`src/rtl/core_pkg.sv`:
```
// Shared core constants and the fetch state encoding.
package core_pkg;

   localparam int unsigned XLEN    = 32;
   localparam int unsigned PC_STEP = 4;

   typedef enum logic [1:0] {
      BOOT = 2'd0,
      RUN  = 2'd1,
      HALT = 2'd2
   } fetch_state_e;

endpackage

```
`src/rtl/pc_fetch_unit_flush_counter.sv`:
```
// Loadable down-counter that holds the front-end flush high for FLUSH_DEPTH cycles.
module flush_counter #(
   parameter int unsigned FLUSH_DEPTH = 2
) (
   input  logic clk,
   input  logic rst_n,
   input  logic load,
   output logic active,
   output logic active_next
);

   localparam int unsigned CW = 3;

   logic [CW-1:0] cnt_q, cnt_d;

   always_comb begin
      cnt_d = cnt_q;
      if (load) begin
         cnt_d = CW'(FLUSH_DEPTH);
      end else if (cnt_q != '0) begin
         cnt_d = cnt_q - CW'(1);
      end
   end

   always_ff @(posedge clk or negedge rst_n) begin
      if (!rst_n) begin
         cnt_q <= '0;
      end else begin
         cnt_q <= cnt_d;
      end
   end

   assign active      = (cnt_q != '0);
   // Lets the fetch path suppress if_valid for a cycle that will already be flushed.
   assign active_next = (cnt_d != '0);

endmodule

```
`src/rtl/pc_fetch_unit.sv`:
```
// Program counter owner: imem fetch handshake, branch redirect, flush and misaligned-target halt.
module pc_fetch_unit
   import core_pkg::*;
#(
   parameter logic [XLEN-1:0] RESET_PC    = 32'h0000_0000,
   parameter int unsigned     FLUSH_DEPTH = 2
) (
   input  logic            clk,
   input  logic            rst_n,
   input  logic            ex_valid,
   input  logic            ex_taken,
   input  logic [XLEN-1:0] ex_target,
   input  logic            stall,
   output logic            imem_req,
   output logic [XLEN-1:0] imem_addr,
   input  logic            imem_ready,
   output logic            if_valid,
   output logic [XLEN-1:0] if_pc,
   output logic [XLEN-1:0] if_pc_plus4,
   output logic            flush,
   output logic            misaligned,
   output logic [XLEN-1:0] misaligned_pc
);

   fetch_state_e    state_q, state_d;
   logic [XLEN-1:0] pc_q, pc_d;
   logic [XLEN-1:0] if_pc_q, if_pc_d;
   logic [XLEN-1:0] if_pc_plus4_q, if_pc_plus4_d;
   logic [XLEN-1:0] mis_pc_q, mis_pc_d;
   logic            if_valid_q, if_valid_d;
   logic            mis_q, mis_d;

   logic handshake, take, bad_target, redirect, flush_next;

   assign imem_req   = (state_q == RUN) && !stall;
   assign imem_addr  = pc_q;
   assign handshake  = imem_req && imem_ready;
   assign take       = (state_q == RUN) && ex_valid && ex_taken;
   assign bad_target = take && (ex_target[1:0] != 2'b00);
   assign redirect   = take && !bad_target;

   flush_counter #(
      .FLUSH_DEPTH (FLUSH_DEPTH)
   ) u_flush_counter (
      .clk         (clk),
      .rst_n       (rst_n),
      .load        (take),
      .active      (flush),
      .active_next (flush_next)
   );

   always_comb begin
      state_d       = state_q;
      pc_d          = pc_q;
      if_valid_d    = 1'b0;
      if_pc_d       = if_pc_q;
      if_pc_plus4_d = if_pc_plus4_q;
      mis_d         = 1'b0;
      mis_pc_d      = mis_pc_q;

      unique case (state_q)
         BOOT: state_d = RUN;
         RUN: begin
            // A taken branch squashes any handshake in the same cycle.
            if (bad_target) begin
               mis_d    = 1'b1;
               mis_pc_d = ex_target;
               state_d  = HALT;
            end else if (redirect) begin
               pc_d = ex_target;
            end else if (handshake) begin
               pc_d = pc_q + XLEN'(PC_STEP);
               if (!flush_next) begin
                  if_valid_d    = 1'b1;
                  if_pc_d       = pc_q;
                  if_pc_plus4_d = pc_q + XLEN'(PC_STEP);
               end
            end
         end
         HALT: state_d = HALT;
         default: state_d = BOOT;
      endcase
   end

   always_ff @(posedge clk or negedge rst_n) begin
      if (!rst_n) begin
         state_q       <= BOOT;
         pc_q          <= RESET_PC;
         if_valid_q    <= 1'b0;
         if_pc_q       <= '0;
         if_pc_plus4_q <= '0;
         mis_q         <= 1'b0;
         mis_pc_q      <= '0;
      end else begin
         state_q       <= state_d;
         pc_q          <= pc_d;
         if_valid_q    <= if_valid_d;
         if_pc_q       <= if_pc_d;
         if_pc_plus4_q <= if_pc_plus4_d;
         mis_q         <= mis_d;
         mis_pc_q      <= mis_pc_d;
      end
   end

   assign if_valid      = if_valid_q;
   assign if_pc         = if_pc_q;
   assign if_pc_plus4   = if_pc_plus4_q;
   assign misaligned    = mis_q;
   assign misaligned_pc = mis_pc_q;

endmodule

```
`config.mk`:
```
export PLATFORM = sky130hd
export DESIGN_NAME = pc_fetch_unit
export DESIGN_NICKNAME = d
export VERILOG_FILES = /design/src/rtl/core_pkg.sv /design/src/rtl/pc_fetch_unit_flush_counter.sv /design/src/rtl/pc_fetch_unit.sv
export SDC_FILE = /design/constraint.sdc
export NUM_CORES = 1
export LEC_CHECK = 0
export CORE_MARGIN = 3
export CORE_UTILIZATION = 41
export DETAILED_ROUTE_END_ITERATION = 10
export PLACE_DENSITY = 0.8
export SYNTH_ARGS = -nofsm -noshare
export SYNTH_HDL_FRONTEND = slang
export SYNTH_HIERARCHICAL = 1
export SYNTH_SLANG_ARGS = --single-unit
```
`constraint.sdc`:
```
create_clock -name clk -period 2.5 [get_ports clk]
set_clock_uncertainty 0.05 [all_clocks]
set_input_delay 0.25 -clock clk [delete_from_list [all_inputs] [get_ports clk]]
set_output_delay 0.25 -clock clk [all_outputs]
set_load 0.05 [all_outputs]
```
==> flow_summary.ini, run 1 <==
[outcome]
status = complete, no violations

[die]
core-area_sq_um = 14600
fp-row-count = 44
fp.dieW_um = 128
ioPinCount = 170
die_area_sq_um = 16400
initial_utilization_pct = 42.0
dieHeight_um = 128

[finish]
layout-drive-gt1-share_pct = 8.94
layout_common_cells = 260 x nand2_1, 166 x clkdlybuf4s50_1, 133 x dfrtp_1
fill_cells = 1179
fin_nets = 891
syn_to_final_growth_pct = 41.4
layout_commonest_cell = nand2_1
diodes = 0

[logic_synthesis]
ys_types = 45
yosys_warnings = 6
synth_simple_gate_area_share_pct = 24.9
synth-edff-count = 0
avgSynthCellArea_sq_um = 9.03
synth_mux_area_share_pct = 0.327
synth_xor_area_share_pct = 4.15
syn_area_sq_um = 6120
synthAdderAreaFrac_pct = 1.02
synth_flop_cell = dfrtp_1
synth_top_family_by_area = simple AND/OR/NAND/NOR gates
synthArstFlopShare_pct = 100
synth-seq-area-share_pct = 54.4
syn_inst = 678
yosys_register_bits = 133
syn-num-nets = 721
synth_compound_area_share_pct = 11.1

[clock_network]
cts_buffers = 17
clkSlewWorstSetupHoldPaths_ns = 0.06
clkSinkCount = 133
cts.root.buffer_cell = clkbuf_16
cts_tree = built
clock_latency_ns = 0.42
cts-htree-levels = 4
cts.path.max_buffers = 2
post-cts-setup-buffer-count = 0

[sta]
fmax_ghz = 0.431
setup_violations = 0
relSlewSlack_pct = 57.2
rsz0062_at_grt = false
setup_ws_ns = 0.179
fin_crit_ns = 2.32
hold_viol = 0
tns_ns = 0
finalCritPeriodShare_pct = 92.8
maxSlewViolCount = 0
tightest_slew_ns = 0.642

[power_and_ir_drop]
vdd_drop_max_v = 0.000673
p_per_area_nw_per_um2 = 1350
p_leak_uw = 0.00398

[flow_run]
drv_cap = 0

[route]
num_vias = 5479
drt_pass1_iterations = 5
ant_nets = 0
drtIter0Drc = 394
wl_per_cell_um = 17.1
wirelength_mm = 17.9
drc = 0
avgViaCountPerCell = 5.24

[worst_setup_path]
r2r_slack_ns = 0.18
worstPathMaxFanout = 53
path_cells = inv_1 > ha_1 > or2b_4 > a31oi_1 > or3b_1 > nand2b_2 > buf_4 > nand2_1 > o21ai_1
worstReg2RegStart = u_flush_counter/cnt_q[0]
reg2reg_to = if_pc_plus4[31]
endpoint = if_pc_plus4[31]
cp_data_arrival_time_ns = 2.54
worst-setup-path-type = reg -> reg
crit_required_ns = 2.72
max_stage_delay_ns = 0.41
crit_slowest_cell = dfrtp_1
crit_path_start = u_flush_counter/cnt_q[0]
cp-start-kind = flop
cp-end-kind = flop
reg2regPathDepth = 9

[global_routing]
grt_use_met3_pct = 5.50
grt_use_total_pct = 22.2
use_met2_pct = 31.7
grt.busiest_layer = met1
antenna_found_initial = 0
grt_pass1_vias = 5182
grt_first_pass_wirelength_mm = 28.6
gr-usage-met1_pct = 32.3
grt_overflow_total = 0
grt_max_degree = 70

[placement]
gp_congestion = 0.906
port_buffers = 169
dpl.hpwl_mm = 13.0
dpl_worst_slack_ns = 0.214

[min_path]
hold_path.class = in -> reg
hp-start = ex_target[24]
[synthesized netlist by cell type (all sizes together), types with 3 or more instances]
cell type,count,area [sq um]
nand2,260,976
dfrtp,133,3330
o21ai,63,319
clkbuf,26,98.8
nor2,21,78.8
buf,20,118
o311ai,16,140
xor2,16,140
xnor2,13,114
nand3,12,60.1
nor4,11,120
inv,10,37.5
a21oi,9,45.0
a221o,7,70.1
and2,7,43.8
nor3,7,35.0
and3,6,37.5
nand4,6,56.3
a31oi,5,31.3
ha,5,62.6
a22oi,3,22.5
and4,3,26.3
nand2b,3,18.8
[critical path, delay by kind of cell (launching register included)]
kind	cells	cell delay (ns)
AND/OR/NAND/NOR	4	0.93
flip-flops	1	0.41
buffers and inverters	2	0.38
adder cells (fa/ha/maj)	1	0.22
AO/OA/AOI/OAI	2	0.17
[logic make-up after synthesis]
logic type	after synthesis
multiplexers	2
XOR/XNOR	29
adder cells (fa/ha/maj)	5
buffers and inverters	56
AO/OA/AOI/OAI	109
flip-flops	133
AND/OR/NAND/NOR	344
[through the flow]
step	area (sq um)	hold WS [ns]	power (uW)	cells	util, %
floorplan	6120	-0.0956	7220	678	-
global placement	8070	0.246	9260	1012	55.3
detailed placement	8070	0.250	9370	1012	55.3
CTS	8650	0.339	11800	1045	59.3
global route	8650	0.367	12300	1045	59.3
finish	8650	0.358	11700	1045	59.3
[how the worst min path moves through the flow]
stage	cells past startpoint	end
5_1_grt	3	misaligned_pc[24]
6_report	3	misaligned_pc[24]
3_3_place_gp	1	if_valid
2_1_floorplan	0	if_pc[0]
4_1_cts	3	misaligned_pc[24]
3_5_place_dp	1	if_valid
[area by class of cell]
type	instances	area [sq um]	area share [%]
sequential	133	3330	38.5
multi-input combinational	489	2550	29.5
timing repair buffer	197	1930	22.3
clock buffer	23	498	5.75
tap	184	230	2.66
clock inverter	9	75.1	0.867
inverter	10	37.5	0.434
[flip-flops by register name, indices dropped and copies added (netlist names)]
name,flops
if_pc_plus4,30
if_valid,1
imem_addr,32
u_flush_counter/cnt_q,3
misaligned_pc,32
if_pc,32
state_q,2
misaligned,1
[per-layer routing]
layer | share of wire (%) | up-vias | wire, um
li1 | - | 2603 | -
met1 | 45 | 2622 | 8050
met2 | 45 | 220 | 8040
met3 | 7.1 | 34 | 1270
met4 | 2.8 | 0 | 502
met5 | 0 | - | 0
[report_power, final]
group          internal (uW)  leakage [uW]  switching (uW)  total [uW]
registers               2890       0.00177             760        3650
clock network           1490      0.000285             898        2390
logic                   1890       0.00192            3800        5690
[what timing repair did]
item	in CTS	in global routing
hold buffers	1	0
pin swaps	0	0
endpoints found under the setup margin	1	1
endpoints found under the hold margin	67	0
gates resized for setup	1	1
No activity file was read; power rests on OpenSTA's default activity.
==> inputs of run 2 (changes only) <==
--- a/config.mk
+++ b/config.mk
@@ -8,7 +8,9 @@
 export CORE_MARGIN = 3
 export CORE_UTILIZATION = 41
 export DETAILED_ROUTE_END_ITERATION = 10
+export GPL_ROUTABILITY_DRIVEN = 0
 export PLACE_DENSITY = 0.8
+export SLEW_MARGIN = 20
 export SYNTH_ARGS = -nofsm -noshare
 export SYNTH_HDL_FRONTEND = slang
 export SYNTH_HIERARCHICAL = 1
==> results of run 2 <==
No change in the layout: final DEF, timing and power equal those of run 1.
==> inputs of run 3 (changes only) <==
--- a/config.mk
+++ b/config.mk
@@ -8,7 +8,7 @@
 export CORE_MARGIN = 3
 export CORE_UTILIZATION = 41
 export DETAILED_ROUTE_END_ITERATION = 10
-export GPL_ROUTABILITY_DRIVEN = 0
+export GPL_ROUTABILITY_DRIVEN = 1
 export PLACE_DENSITY = 0.8
 export SLEW_MARGIN = 20
 export SYNTH_ARGS = -nofsm -noshare
==> results of run 3 <==
No change in the layout: final DEF, timing and power equal those of run 1.
